$ cat config.mk
export PLATFORM = sky130hd
export DESIGN_NAME = adder4_feed_ctrl_flat
export DESIGN_NICKNAME = d
export VERILOG_FILES = /design/src/rtl/adder4_feed_ctrl_if.sv /design/src/rtl/adder4_feed_ctrl.sv /design/src/flat_wrapper.sv
export SDC_FILE = /design/constraint.sdc
export NUM_CORES = 1
export LEC_CHECK = 0
export CAP_MARGIN = 10
export CORE_UTILIZATION = 30
export CTS_BUF_LIST = sky130_fd_sc_hd__clkbuf_2
export CTS_CLUSTER_DIAMETER = 30
export CTS_CLUSTER_SIZE = 24
export DETAILED_ROUTE_END_ITERATION = 7
export GPL_TIMING_DRIVEN = 1
export MAX_ROUTING_LAYER = met4
export PLACE_DENSITY = 0.56
export SLEW_MARGIN = 20
export SYNTH_ARGS = -nofsm -noshare
export SYNTH_HDL_FRONTEND = slang
export SYNTH_SLANG_ARGS = --single-unit
export TNS_END_PERCENT = 20
$ cat constraint.sdc
create_clock -name clk -period 2.81 [get_ports clk]
set_input_delay 0.4215 -clock clk [delete_from_list [all_inputs] [get_ports clk]]
set_output_delay 0.4215 -clock clk [all_outputs]
set_load 0.005 [all_outputs]
$ cat src/rtl/adder4_feed_ctrl_if.sv
// adder4_feed_ctrl_if: operand/result handshakes plus the adder A/B/S/C4 hookup
// slave  : controller view (accepts operands, drives adder inputs, offers results)
// master : environment view (chip I/O side and the 4-bit adder itself)
interface adder4_feed_ctrl_if;
  logic       in_valid;
  logic       in_ready;
  logic [3:0] in_a;
  logic [3:0] in_b;
  logic [3:0] add_a;
  logic [3:0] add_b;
  logic [3:0] add_s;
  logic       add_c4;
  logic       res_valid;
  logic       res_ready;
  logic [4:0] res_data;
  modport master (
    output in_valid, in_a, in_b, add_s, add_c4, res_ready,
    input  in_ready, add_a, add_b, res_valid, res_data
  );
  modport slave (
    input  in_valid, in_a, in_b, add_s, add_c4, res_ready,
    output in_ready, add_a, add_b, res_valid, res_data
  );
endinterface

$ cat src/rtl/adder4_feed_ctrl.sv
// adder4_feed_ctrl: buffers operand pairs, feeds the ripple adder, collects {C4,S} results
// Ports: clk, rst (sync active-high); bus (slave modport: in_* operand handshake,
// add_* adder hookup, res_* result handshake); ovf_count (saturating carry-result
// count); busy (FSM active or buffer non-empty).
// Option: ADDER4_FEED_FIFO_EN selects a FIFO_DEPTH-entry circular buffer;
// otherwise the buffer is a single register.
module adder4_feed_ctrl #(
  parameter int FIFO_DEPTH = 4
) (
  input  logic                  clk,
  input  logic                  rst,
  adder4_feed_ctrl_if.slave     bus,
  output logic [7:0]            ovf_count,
  output logic                  busy
);
  typedef enum logic [1:0] {IDLE, EVAL, HOLD} state_t;
  state_t     state_q;
  logic [3:0] add_a_q, add_b_q;
  logic       res_valid_q;
  logic [4:0] res_data_q;
  logic [7:0] ovf_q;
  logic       full, empty, push, pop;
  logic [7:0] head;
  assign push = bus.in_valid && !full;
  // HOLD implies res_valid, so a handshake there reduces to res_ready
  assign pop  = !empty && (state_q == IDLE || (state_q == HOLD && bus.res_ready));
`ifdef ADDER4_FEED_FIFO_EN
  localparam int AW = $clog2(FIFO_DEPTH);
  logic [7:0]  mem_q [FIFO_DEPTH];
  logic [AW-1:0] wr_q, rd_q;
  logic [AW:0]   cnt_q;
  assign full  = cnt_q == (AW+1)'(FIFO_DEPTH);
  assign empty = cnt_q == '0;
  assign head  = mem_q[rd_q];
  always_ff @(posedge clk) begin
    if (rst) begin
      wr_q  <= '0;
      rd_q  <= '0;
      cnt_q <= '0;
    end else begin
      if (push) begin
        mem_q[wr_q] <= {bus.in_a, bus.in_b};
        wr_q        <= wr_q + 1'b1;
      end
      if (pop) rd_q <= rd_q + 1'b1;
      cnt_q <= cnt_q + (AW+1)'(push) - (AW+1)'(pop);
    end
  end
`else
  logic [7:0] ent_q;
  logic       occ_q;
  logic       unused_depth;
  assign unused_depth = ^FIFO_DEPTH;
  assign full  = occ_q;
  assign empty = !occ_q;
  assign head  = ent_q;
  // push needs an empty slot and pop needs an occupied one, so they never coincide
  always_ff @(posedge clk) begin
    if (rst) begin
      ent_q <= '0;
      occ_q <= 1'b0;
    end else begin
      if (push) ent_q <= {bus.in_a, bus.in_b};
      occ_q <= push || (occ_q && !pop);
    end
  end
`endif
  always_ff @(posedge clk) begin
    if (rst) begin
      state_q     <= IDLE;
      add_a_q     <= '0;
      add_b_q     <= '0;
      res_valid_q <= 1'b0;
      res_data_q  <= '0;
      ovf_q       <= '0;
    end else begin
      if (pop) {add_a_q, add_b_q} <= head;
      case (state_q)
        IDLE: if (!empty) state_q <= EVAL;
        EVAL: begin
          res_data_q  <= {bus.add_c4, bus.add_s};
          res_valid_q <= 1'b1;
          state_q     <= HOLD;
        end
        HOLD: if (bus.res_ready) begin
          res_valid_q <= 1'b0;
          state_q     <= empty ? IDLE : EVAL;
          if (res_data_q[4] && ovf_q != 8'hFF) ovf_q <= ovf_q + 8'd1;
        end
        default: state_q <= IDLE;
      endcase
    end
  end
  assign bus.in_ready  = !full;
  assign bus.add_a     = add_a_q;
  assign bus.add_b     = add_b_q;
  assign bus.res_valid = res_valid_q;
  assign bus.res_data  = res_data_q;
  assign ovf_count     = ovf_q;
  assign busy          = state_q != IDLE || !empty;
endmodule

$ cat src/flat_wrapper.sv
// flat-port wrapper written by rule: the top's interface ports become plain ports
module adder4_feed_ctrl_flat 
#(
  parameter int FIFO_DEPTH = 4
)
  (clk, rst, ovf_count, busy, bus_in_valid, bus_in_a, bus_in_b, bus_add_s, bus_add_c4, bus_res_ready, bus_in_ready, bus_add_a, bus_add_b, bus_res_valid, bus_res_data);
  adder4_feed_ctrl_if bus_i ();
  input  logic clk;
  input  logic rst;
  output logic [7:0] ovf_count;
  output logic busy;
  input wire logic [$bits(bus_i.in_valid)-1:0] bus_in_valid;
  input wire logic [$bits(bus_i.in_a)-1:0] bus_in_a;
  input wire logic [$bits(bus_i.in_b)-1:0] bus_in_b;
  input wire logic [$bits(bus_i.add_s)-1:0] bus_add_s;
  input wire logic [$bits(bus_i.add_c4)-1:0] bus_add_c4;
  input wire logic [$bits(bus_i.res_ready)-1:0] bus_res_ready;
  output wire logic [$bits(bus_i.in_ready)-1:0] bus_in_ready;
  output wire logic [$bits(bus_i.add_a)-1:0] bus_add_a;
  output wire logic [$bits(bus_i.add_b)-1:0] bus_add_b;
  output wire logic [$bits(bus_i.res_valid)-1:0] bus_res_valid;
  output wire logic [$bits(bus_i.res_data)-1:0] bus_res_data;
  assign bus_i.in_valid = bus_in_valid;
  assign bus_i.in_a = bus_in_a;
  assign bus_i.in_b = bus_in_b;
  assign bus_i.add_s = bus_add_s;
  assign bus_i.add_c4 = bus_add_c4;
  assign bus_i.res_ready = bus_res_ready;
  assign bus_in_ready = bus_i.in_ready;
  assign bus_add_a = bus_i.add_a;
  assign bus_add_b = bus_i.add_b;
  assign bus_res_valid = bus_i.res_valid;
  assign bus_res_data = bus_i.res_data;
  adder4_feed_ctrl #(.FIFO_DEPTH(FIFO_DEPTH)) u_core (.clk(clk), .rst(rst), .bus(bus_i), .ovf_count(ovf_count), .busy(busy));
endmodule
# After elaboration in Yosys (flattened, before gate mapping)
# Cells that the tools add are included.
op_classes:
  add_sub_neg: 1
  n_mul: 0
  div_mod_pow: 0
  n_lt_le_gt_ge: 0
  n_eq_ne: 5
  shift: 0
  muxes: 6
  bitwise: 0
  reduce_logical: 16
op_table:
  columns: ["operator", "count"]
  rows:
  - ["$add A8 B1 Y8 const B", 1]
  - ["$ne A8 B8 Y1 const B", 1]
  - ["$pmux W2 S3", 1]
  - ["$logic_and A1 B1 Y1", 5]
  - ["$mux W2", 2]
  - ["$reduce_and A2 Y1", 2]
  - ["$reduce_bool A2 Y1", 2]
  - ["$logic_or A1 B1 Y1", 3]
  - ["$reduce_and A3 Y1", 1]
  - ["$eq A2 B1 Y1 const B", 1]
  - ["$eq A2 B2 Y1 const B", 1]
  - ["$logic_not A1 Y1", 2]
  - ["$logic_not A2 Y1", 1]
  - ["$mux W1", 2]
  - ["$ne A2 B1 Y1 const B", 1]
  - ["$ne A2 B2 Y1 const B", 1]
  - ["$pmux W1 S2", 1]
totals:
  ff_bits: 33
  latch_bits: 0
  ramBits: 0
  rom_bits: 0
  inputBits: 17
  output_inout_bits: 24
  wordCells: 36
  n_memories: 0

# Logic depth before layout (Yosys ltp)
logic_depth:
  word_depth: 7
  depth_mapped: 4
  depth_no_buf: 4

# Worst setup path after synthesis
# OpenSTA, ideal clock, no wires.
synth_timing:
  path_type: "register to register"
  start: "register u_core.ovf_q[0] (netlist: u_core.ovf_count[0])"
  end: "register u_core.ovf_q[5] (netlist: u_core.ovf_count[5])"
  setup_time_ps: 123
  arrival_ps: 1385
  required_time_ps: 2687
  path_slack_ps: 1302
  stages_incl_launch_ff: 5
  path_buffers: 0
  period_less_slack_ps: 1508
  cell_sequence: "dfxtp_1 -> ha_1 -> and4_1 -> nor4b_2 -> mux2_1"
synth_between:
  elab_chain_cells: 3
  word_cells_on_any_way: 4
  classes_between: "add/sub (1); eq/ne (1); reduce/logical (2)"
synth_rtl:
  columns: ["element", "line", "text"]
  rows:
  - ["from (decl)", "adder4_feed_ctrl.sv:21", "logic [7:0] ovf_q;"]
  - ["from (signal assigned)", "adder4_feed_ctrl.sv:88", "if (res_data_q[4] && ovf_q != 8'hFF) ovf_q <= ovf_q + 8'd1;"]
  - ["parallel branches: the longest is 3 deep, another holds $add A8 B1 Y8", null, null]
# Parallel ways; which one is timed is not known.
# A chain may end at the register's enable or synchronous reset.

# Worst setup path in the final report
layout_timing:
  start: "register u_core.state_q[1]"
  end: "output busy"
layout_between:
  elab_chain_cells: 2
layout_rtl:
  columns: ["element", "line", "text"]
  rows:
  - ["from (decl)", "adder4_feed_ctrl.sv:17", "state_t state_q;"]
  - ["from (signal assigned)", "adder4_feed_ctrl.sv:87", "state_q <= empty ? IDLE : EVAL;"]
  - ["$reduce_bool A2 Y1", "adder4_feed_ctrl.sv:100", "assign busy = state_q != IDLE || !empty;"]
  - ["$logic_or A1 B1 Y1", "adder4_feed_ctrl.sv:100", null]
  - ["to (decl)", "flat_wrapper.sv:11", "output logic busy;"]
# Every way passes these cells.

==> impl_results.md <==
- DRC: 6
- Power Density: 431 nW/um^2
- Avg Cell Area, Syn: 9.57 um^2
- Total Routing Usage GR: 13.3%
- Syn-to-layout area delta: 34.4%
- Seq. cell area: 661 um^2
- Dpl ws: 0.784 ns
- Largest family of logic cells by synthesized area: simple AND/OR/NAND/NOR gates
- Core area: 4440 um^2
- Kind of critical path: register to output port
- Final hold vios: 0
- CP endpoint kind: output port
- Setup TNS: 0 ns
- Gates resized, CTS repair: 0
- Critical R2R Launch: u_core.ovf_count[0]$_SDFFE_PP0P_
- Setup slack, reg-to-reg: 1.19 ns
- Antenna Violating Nets Remaining: 0
- Buffers on Ports: 40
- Vias per inst: 5.03
- Hold Startpoint: u_core.bus.add_b[1]$_SDFFE_PP0P_
- Gate Count Post-Synth: 147
- Initial antenna violation count: 0
- MaxCap Viol Count: 0
- Asr flop ratio synth: 0%
- Mux contribution to synthesized area: 11.6%
- Syn Nets: 165
- CP arrival: 1.59 ns
- Top-area cell type share of the netlist area: 47.0%
- Clk Latency, worst-skew pair: 0.35 ns
- Die Y: 70.5 um
- Tightest Pin Transition: 0.652 ns
- Share of cells above drive strength 1: 5.29%
- Final core occ: 42.5%
- Placement row count: 24
- Hold depth: 2
- CP bufs+invs: 1
- Synth Warn #: 0
- Final setup vio count: 0
- Io pins: 41
- Fin. max-slew vios: 0
- Critical path startpoint category: register
- Top post-synthesis cells by count: dfxtp_1, nor2_1, mux2i_1
- Leading register cell type out of synthesis: dfxtp_1
- HPWL Detailed: 2240 um
- Synth area leader: dfxtp_1
- Compound-cell area share of the yosys netlist: 12.8%
- Synth area leaders: dfxtp_1, mux2i_1, nor2_1
- Root Driver: clkbuf_2
- Post-CTS Setup Bufs: 0
- Final Power: 814 uW
- Full die area: 4970 um^2
- H-Tree Depth: 2
- Crit path cell chain: or3_1 > clkdlybuf4s50_1
- XOR/XNOR Fraction of Synth Area: 0%
- CTS tree: yes
- CTS clk-pin slew, worst paths: 0.16 ns
- Tcrit/Tclk final: 71.5%
- CP top delay family: buffers and inverters
- Largest net degree at the start of global routing: 20
- CTS sink cnt: 33
- Seq cells post-synth: 33
- Number of global-route vias before repair: 1152
- Synthesized cell area: 1410 um^2
- LEAKAGE: 0.000675 uW
- FMAX: 498 MHz
- CTS Buf Count: 5
- Largest stage delay, worst path: 0.45 ns
- Initial Util: 31.6%
- Fill cell count: 453
- Wire per inst: 12.5 um
- Max-slew headroom: 56.4%
- Tmin final: 2.01 ns
- Adder-cell area share of the yosys netlist: 0.890%
- Drt first pass iters: 6
- # nets final: 206
- Multi-input logic area: 701 um^2
- CTS Hold Bufs: 0
- Hold_ws: 0.487 ns
- Drt total wl: 3010 um
- Hold WC Path Type: register to register
- Sequential area share after synthesis: 47.0%
- Die width: 70.5 um
- First-pass GRT wire length: 5090 um
- Post-synth EDFFs: 0
- Via count: 1213
- Failing checks: DRC
- Crit path max fanout: 8
- Hold Crit Endpoint: u_core.bus.add_b[1]$_SDFFE_PP0P_
- Antenna fix cells: 0
- GRT overflow: 0
- Post-synthesis simple-gate area fraction: 24.6%
- Most common cell in the netlist: dfxtp_1
- RSZ-0062 raised after global routing: no
- Yosys cell types: 31
- R2R cell count: 4
- Status: finished with violations
- Critical Path RT: 2.39 ns
- Maximum clock path buffer count: 2
- Gp weighted congestion: 0.816
- Crit Reg-Reg Endpoint: u_core.ovf_count[0]$_SDFFE_PP0P_
- DRT iter0 DRCs: 76
- Skew final: 0.00665 ns
- Critical-path top delay cell: clkdlybuf4s50_1
- VDD IR-drop max: 173 uV
- Setup ws final: 0.801 ns
per-stage QoR:
step	std cells	instance area, um^2
6_report	241	1890
3_5_place_dp	233	1850
2_1_floorplan	147	1410
5_1_grt	241	1890
3_3_place_gp	233	1850
4_1_cts	241	1890
how the worst max path moves through the flow:
stage / startpoint / endpoint / slack [ns] / depth (start not counted)
after global placement: bus_res_ready / u_core.bus.add_a[2]$_SDFFE_PP0P_ / 0.84 / 4
final: u_core.state_q[1]$_SDFFE_PP0P_ / busy / 0.80 / 2
after detailed placement: bus_res_ready / u_core.bus.add_b[3]$_SDFFE_PP0P_ / 0.78 / 4
after CTS: u_core.state_q[1]$_SDFFE_PP0P_ / busy / 0.75 / 2
after floorplan: u_core.ovf_count[0]$_SDFFE_PP0P_ / u_core.ovf_count[5]$_SDFFE_PP0P_ / 1.30 / 4
after global routing: u_core.state_q[1]$_SDFFE_PP0P_ / busy / 0.70 / 2
power breakdown:
part	switching (uW)	leakage (uW)	internal (uW)
Sequential	12.5	0.000268	486
Combinational	42.3	0.000379	62.5
Clock	156	0.0000278	54.5
Total	211	0.000675	603
worst reg2reg max path: cells and delay by family (launching register included):
| kind | cells | cell delay (ns) |
|---|---|---|
| AND/OR/NAND/NOR | 1 | 0.24 |
| flip-flops | 1 | 0.40 |
| AO/OA/AOI/OAI | 1 | 0.26 |
| multiplexers | 1 | 0.34 |
| adder cells (fa/ha/maj) | 1 | 0.29 |
state kept, by name, summed over array words and instances (netlist names):
register,cells
u_core.bus.add_b,4
u_core.bus.add_a,4
u_core.full,1
u_core.ovf_count,8
u_core.ent_q,8
u_core.state_q,2
u_core.bus.res_data,5
u_core.bus.res_valid,1
cell families (layout without fill, tap and decap cells):
group / after synthesis / after routing
AND/OR/NAND/NOR: 56 / 56
multiplexers: 16 / 16
flip-flops: 33 / 33
adder cells (fa/ha/maj): 1 / 1
buffers and inverters: 11 / 53
AO/OA/AOI/OAI: 30 / 30
layout make-up:
class | count | share of cell area [%]
clock inverters | 3 | 0.662
well taps | 52 | 3.44
flip-flops and latches | 33 | 34.9
inverters | 3 | 0.596
multi-input cells | 103 | 37.1
repair buffers | 42 | 22.0
clock buffers | 5 | 1.32
cells in the final DEF, fill, tap and decap left out, types with 3 or more instances in the layout:
cell type,instances
a211oi_1,6
a21oi_1,12
clkbuf_2,5
clkdlybuf4s50_1,40
dfxtp_1,33
inv_1,3
mux2i_1,14
nand2b_1,3
nand3_1,3
nor2_1,20
nor2b_1,4
nor3_1,4
o21ai_0,7
or3b_1,8
layer usage:
metal	wire length, um	track usage, %
met2	1420	21.3
met1	1400	15.8
met3	154	4.47
met5	0	-
met4	37	4.08
(Power assumes the default switching activity.)
